File: src/rtl/regfile_bypass.sv
// Register file with one byte-enabled write port, two combinational read ports,
// optional same-cycle write forwarding, and a one-register-per-cycle clear sweep.
module regfile_bypass #(
   parameter int unsigned WIDTH  = 32,
   parameter int unsigned DEPTH  = 32,
   parameter int unsigned BYPASS = 1
) (
   input  logic                       clk,
   input  logic                       reset,
   input  logic                       we3,
   input  logic [$clog2(DEPTH)-1:0]   wa3,
   input  logic [WIDTH-1:0]           wd3,
   input  logic [WIDTH/8-1:0]         be3,
   input  logic [$clog2(DEPTH)-1:0]   ra1,
   input  logic [$clog2(DEPTH)-1:0]   ra2,
   input  logic                       clr,
   output logic [WIDTH-1:0]           rd1,
   output logic [WIDTH-1:0]           rd2,
   output logic                       busy
);

   localparam int unsigned AW = $clog2(DEPTH);
   localparam int unsigned NB = WIDTH / 8;

   typedef enum logic {
      IDLE  = 1'b0,
      CLEAR = 1'b1
   } state_t;

   state_t           state_q;
   state_t           state_d;
   logic [AW-1:0]    idx_q;
   logic [AW-1:0]    idx_d;
   logic             busy_q;
   logic             sweep_c;
   logic             wr_acc_c;
   logic [WIDTH-1:0] wr_merged_c;
   logic [WIDTH-1:0] regs [DEPTH];

   // Writes are refused during a sweep and to the hard-wired zero register.
   assign wr_acc_c = we3 && !busy_q && (wa3 != '0);

   // New value of the target register after byte-lane merge.
   always_comb begin
      wr_merged_c = regs[wa3];
      for (int i = 0; i < int'(NB); i++) begin
         if (be3[i]) wr_merged_c[8*i +: 8] = wd3[8*i +: 8];
      end
   end

   always_comb begin
      rd1 = regs[ra1];
      if ((BYPASS != 0) && wr_acc_c && (ra1 == wa3)) rd1 = wr_merged_c;
      if (ra1 == '0) rd1 = '0;
   end

   always_comb begin
      rd2 = regs[ra2];
      if ((BYPASS != 0) && wr_acc_c && (ra2 == wa3)) rd2 = wr_merged_c;
      if (ra2 == '0) rd2 = '0;
   end

   // Clear FSM: state register.
   always_ff @(posedge clk or negedge reset) begin
      if (!reset) begin
         state_q <= IDLE;
         idx_q   <= '0;
         busy_q  <= 1'b0;
      end else begin
         state_q <= state_d;
         idx_q   <= idx_d;
         busy_q  <= (state_d == CLEAR);
      end
   end

   // Clear FSM: next state. Sweep starts at 1 because register 0 is never written.
   always_comb begin
      state_d = state_q;
      idx_d   = idx_q;
      case (state_q)
         IDLE: begin
            if (clr) begin
               state_d = CLEAR;
               idx_d   = AW'(1);
            end
         end
         CLEAR: begin
            idx_d = idx_q + AW'(1);
            if (idx_q == AW'(DEPTH - 1)) begin
               state_d = IDLE;
               idx_d   = '0;
            end
         end
         default: begin
            state_d = IDLE;
            idx_d   = '0;
         end
      endcase
   end

   // Clear FSM: outputs.
   always_comb begin
      sweep_c = 1'b0;
      if (state_q == CLEAR) sweep_c = 1'b1;
   end

   assign busy = busy_q;

   // Storage; a sweep and an accepted write are mutually exclusive.
   always_ff @(posedge clk or negedge reset) begin
      if (!reset) begin
         for (int i = 0; i < int'(DEPTH); i++) regs[i] <= '0;
      end else begin
         if (wr_acc_c) regs[wa3] <= wr_merged_c;
         if (sweep_c) regs[idx_q] <= '0;
      end
   end

endmodule

File: config.mk
export PLATFORM = sky130hd
export DESIGN_NAME = regfile_bypass
export DESIGN_NICKNAME = d
export VERILOG_FILES = /design/src/rtl/regfile_bypass.sv
export SDC_FILE = /design/constraint.sdc
export NUM_CORES = 2
export LEC_CHECK = 0
export BUFFER_PORTS_ARGS = -buffer_cell sky130_fd_sc_hd__buf_2
export CAP_MARGIN = 15
export CELL_PAD_IN_SITES_DETAIL_PLACEMENT = 0
export CELL_PAD_IN_SITES_GLOBAL_PLACEMENT = 1
export CORE_UTILIZATION = 30
export CTS_BUF_LIST = sky130_fd_sc_hd__clkbuf_4 sky130_fd_sc_hd__clkbuf_8
export DETAILED_ROUTE_END_ITERATION = 10
export GPL_ROUTABILITY_DRIVEN = 0
export GPL_TIMING_DRIVEN = 0
export HOLD_SLACK_MARGIN = 0.15
export MAX_ROUTING_LAYER = met4
export PLACE_DENSITY = 0.47
export SLEW_MARGIN = 20
export SYNTH_ARGS = -nofsm -noshare
export SYNTH_HDL_FRONTEND = slang
export SYNTH_SLANG_ARGS = --single-unit
File: constraint.sdc
create_clock -name clk -period 7.92 [get_ports clk]
set_input_delay 1.584 -clock clk [delete_from_list [all_inputs] [get_ports clk]]
set_output_delay 1.584 -clock clk [all_outputs]
set_load 0.01 [all_outputs]
==> results.rst <==
.. list-table::
   :header-rows: 1

   * - Metric
     - Value
   * - Result of the run
     - finished, violations left
   * - Violated checks
     - negative setup slack
   * - Number of hold-repair buffers added at the cts stage
     - 0
   * - Most common cell after layout, fill and taps aside
     - sky130_fd_sc_hd__dfrtp_1
   * - Count of input and output buffers
     - 110
   * - DP HPWL
     - 344 mm
   * - CTS clk-pin slew, worst paths
     - 0.06 ns
   * - Slew Viols, Final
     - 0
   * - Post-Place Cells
     - 7387
   * - Worst skew pair latency
     - 1.07 ns
   * - Area Growth Syn to Fin
     - 16.4%
   * - Count of yosys warnings during synthesis
     - 0
   * - Worst endpoint required time
     - approximately 6.3 ns
   * - Top cells by area, synth
     - sky130_fd_sc_hd__dfrtp_1 (41%), sky130_fd_sc_hd__mux4_2 (28%), sky130_fd_sc_hd__a22o_1 (14%), sky130_fd_sc_hd__mux2i_1 (2.0%), sky130_fd_sc_hd__clkbuf_1 (1.7%)
   * - Category of the most critical setup path
     - input pin to output pin
   * - Core footprint
     - between 0.2 and 0.25 sq mm
   * - Highest ir drop seen on vdd
     - roughly 0.21 mV
   * - Worst Slack Setup Final
     - -0.494 ns
   * - Worst path slowest cell
     - sky130_fd_sc_hd__buf_2
   * - Count of antenna-violating nets left after detailed routing
     - 0
   * - Total iterations of the first detailed-routing run
     - 7
   * - Footprint of the multi-input gates
     - 0.0337 sq mm
   * - Number of nets in the layout
     - between 4000 and 5000
   * - Leakage
     - 30.6 nW
   * - Power density relative to cell area
     - 237 mW/mm^2
   * - Unrepaired setup endpoints after global routing
     - yes
   * - Synthesized netlist net count
     - 4575
   * - Filler cells
     - 20000
   * - Count of distinct cell types in the synthesized netlist
     - 71
   * - Total Routed Length
     - 452 mm
   * - Total congestion overflow after global routing
     - 0
   * - Number of synthesized flops with an enable pin
     - 0
   * - Mapped Area
     - just over 0.06 sq mm
   * - Share of Yosys cell area claimed by the top area cell type
     - 41.4%
   * - Placement Setup Slack
     - -0.251 ns
   * - Fraction of final layout cells sized beyond drive strength 1
     - 35.0%
   * - GR Util All Layers
     - 43.8%
   * - Average vias per placed instance
     - ~7.3
   * - Measured slew at the worst slew-check pin
     - approximately 1.4 ns
   * - Remaining design rule violation count
     - 0
   * - Average size of a mapped cell
     - ~14 sq um
   * - Final period util
     - 106%
   * - Final min period
     - 8.41 ns
   * - Min-delay worst type
     - input pin to asynchronous set/reset pin
   * - Start of the worst register-to-register path
     - busy$_DFF_PN0_
   * - Reg-to-reg endpoint
     - regs[913]$_DFF_PN0_
   * - Storage element area
     - ~0.026 sq mm
   * - Avg WL per Cell
     - 58.0 um
   * - Synth Flop Type
     - sky130_fd_sc_hd__dfrtp_1
   * - Number of global-route vias before repair
     - 51900
   * - Most frequent cells in the layout
     - sky130_fd_sc_hd__dfrtp_1 (1030), sky130_fd_sc_hd__a22o_1 (988), sky130_fd_sc_hd__mux4_2 (778)
   * - CTS tree
     - yes
   * - Maximum clock skew at final layout
     - 0.0625 ns
   * - CTS Root Buffer Type
     - sky130_fd_sc_hd__clkbuf_8
   * - Boundary Pins
     - 120
   * - Final Instance Count excl. Fillers
     - 7801
   * - Critical Path End Type
     - output pin
   * - First-pass GRT wire length
     - approximately 570 mm
   * - Mapped Cells
     - 4515
   * - Type of origin of the critical path
     - input pin
   * - Number of vias in the routed layout
     - 57200
   * - Worst-path cell chain
     - buf_4 -> buf_4 -> buf_2 -> buf_2 -> mux2i_1 -> a22oi_1 -> nand4_1 -> nand4_1 -> o21a_1 -> buf_2 -> o21a_1 -> buf_2
   * - Number of sinks driven by the clock tree
     - approximately 1000
   * - Number of cells traversed by the worst register-to-register path
     - 7
   * - Internal reg-to-reg setup slack
     - 3.06 ns
   * - Max Fanout on Critical Path
     - 10
   * - Biggest cell delay along the critical path
     - 0.94 ns
   * - Cell accounting for the most synthesized area
     - sky130_fd_sc_hd__dfrtp_1
   * - Hold violation count in the final report
     - 0
   * - Number of clock buffers inserted by TritonCTS
     - 202
   * - Clk buf depth
     - 3
   * - Die span in x
     - 458 um
   * - Starting density of the core
     - around 30%
   * - Overall die height
     - ~460 um
   * - Post-Place Cell Area
     - 0.0680 sq mm
   * - Sequential element share of the synthesized area
     - between 40% and 50%
   * - Synthesis-stage register bit count
     - 1030
   * - Max-cap viol count
     - 0
   * - Pin count of the biggest net entering global routing
     - 128
   * - Number of DRC violations after detailed-routing iteration 0
     - 10300
   * - Arrival time of the worst setup path
     - 6.83 ns
   * - Most used cell, CP
     - sky130_fd_sc_hd__buf_2
   * - Worst hold margin
     - 0.486 ns
   * - Std cell rows
     - 166
   * - Number of antenna violations at the first check in global routing
     - 44
   * - Final instance area
     - 0.0725 sq mm
   * - Die Area
     - ~0.21 sq mm
   * - Slew headroom
     - 7.07%
   * - Async set-reset flop share out of synthesis
     - 100%
   * - Total setup violations reported at the end of the flow
     - 32
   * - H-tree level count
     - 4
   * - Maximum clock rate
     - 119 MHz
[power breakdown]
part           switching, mW  leakage [nW]  total (mW)  internal, mW
combinational           3.10          14.0        4.65          1.55
clock                   2.79          2.32        6.06          3.27
sequential             0.686          14.3        6.47          5.78
total                   6.58          30.6        17.2          10.6
[routing by layer]
| layer | up-vias | global-route usage, % | share of wire, % |
|---|---|---|---|
| li1 | 19600 | - | - |
| met4 | 0 | 31.9 | 8.8 |
| met5 | - | - | 0 |
| met2 | 5653 | 54.2 | 38 |
| met1 | 30500 | 51.1 | 36 |
| met3 | 1507 | 26.1 | 16 |
[synthesized netlist by cell type, drive strengths merged, types with 18 or more instances]
cell,n
nor3,20
a211oi,24
mux4,778
a21oi,81
and2,47
nand2,196
o31ai,19
a221oi,37
nor2,94
o21ai,56
a22oi,87
buf,301
inv,18
mux2,38
clkbuf,278
mux2i,127
nor2b,38
a31oi,26
a22o,988
nand3,19
o211ai,20
dfrtp,1030
o21a,21
[registers in the layout, indices dropped and copies added (netlist names)]
signal and flops:
regs 1024, idx_q 5, busy 1
[kinds of logic after synthesis]
group                    share of synthesized area, %
AND/OR/NAND/NOR                                  3.59
adder cells (fa/ha/maj)                         0.100
multiplexers                                     30.9
XOR/XNOR                                        0.141
flip-flops                                       41.4
AO/OA/AOI/OAI                                    19.2
buffers and inverters                            4.76
[critical path: cells and delay by family]
kind	cells	cell delay, ns
AO/OA/AOI/OAI	3	1.39
AND/OR/NAND/NOR	2	0.31
multiplexers	1	0.49
buffers and inverters	6	2.94
[layout make-up]
cell class | count | share of cell area (%)
clock inverter | 45 | 0.452
sequential | 1030 | 35.5
buffer | 577 | 4.14
clock buffer | 317 | 5.53
inverter | 23 | 0.119
antenna | 54 | 0.186
multi-input combinational | 2883 | 46.4
tap | 2688 | 4.64
timing repair buffer | 184 | 2.98
[worst max-delay path by stage]
| stage | startpoint | end | cells after the start |
|---|---|---|---|
| floorplan | ra1[0] | rd1[8] | 9 |
| global placement | reset | regs[1011]$_DFF_PN0_ | 1 |
| detailed placement | wa3[1] | rd2[28] | 12 |
| CTS | wa3[1] | rd1[30] | 12 |
| global route | wa3[1] | rd1[30] | 12 |
| finish | wa3[1] | rd2[28] | 12 |
[timing repair]
| action | 4_1_cts | 5_1_grt |
|---|---|---|
| gates resized for setup | 6 | 5 |
| endpoints found under the setup margin | 11 | 6 |
| setup buffers | 0 | 0 |
[per-stage QoR]
stage | power [mW] | TNS, ns | util (%)
finish | 17.2 | -6.32 | 35.3
detailed placement | 10.8 | -1.13 | 33.1
CTS | 16.8 | 0 | 35.2
floorplan | 8.41 | 0 | -
global placement | 10.7 | - | 32.2
global route | 17.3 | -0.208 | 35.3
No activity file was read; power rests on OpenSTA's default activity.
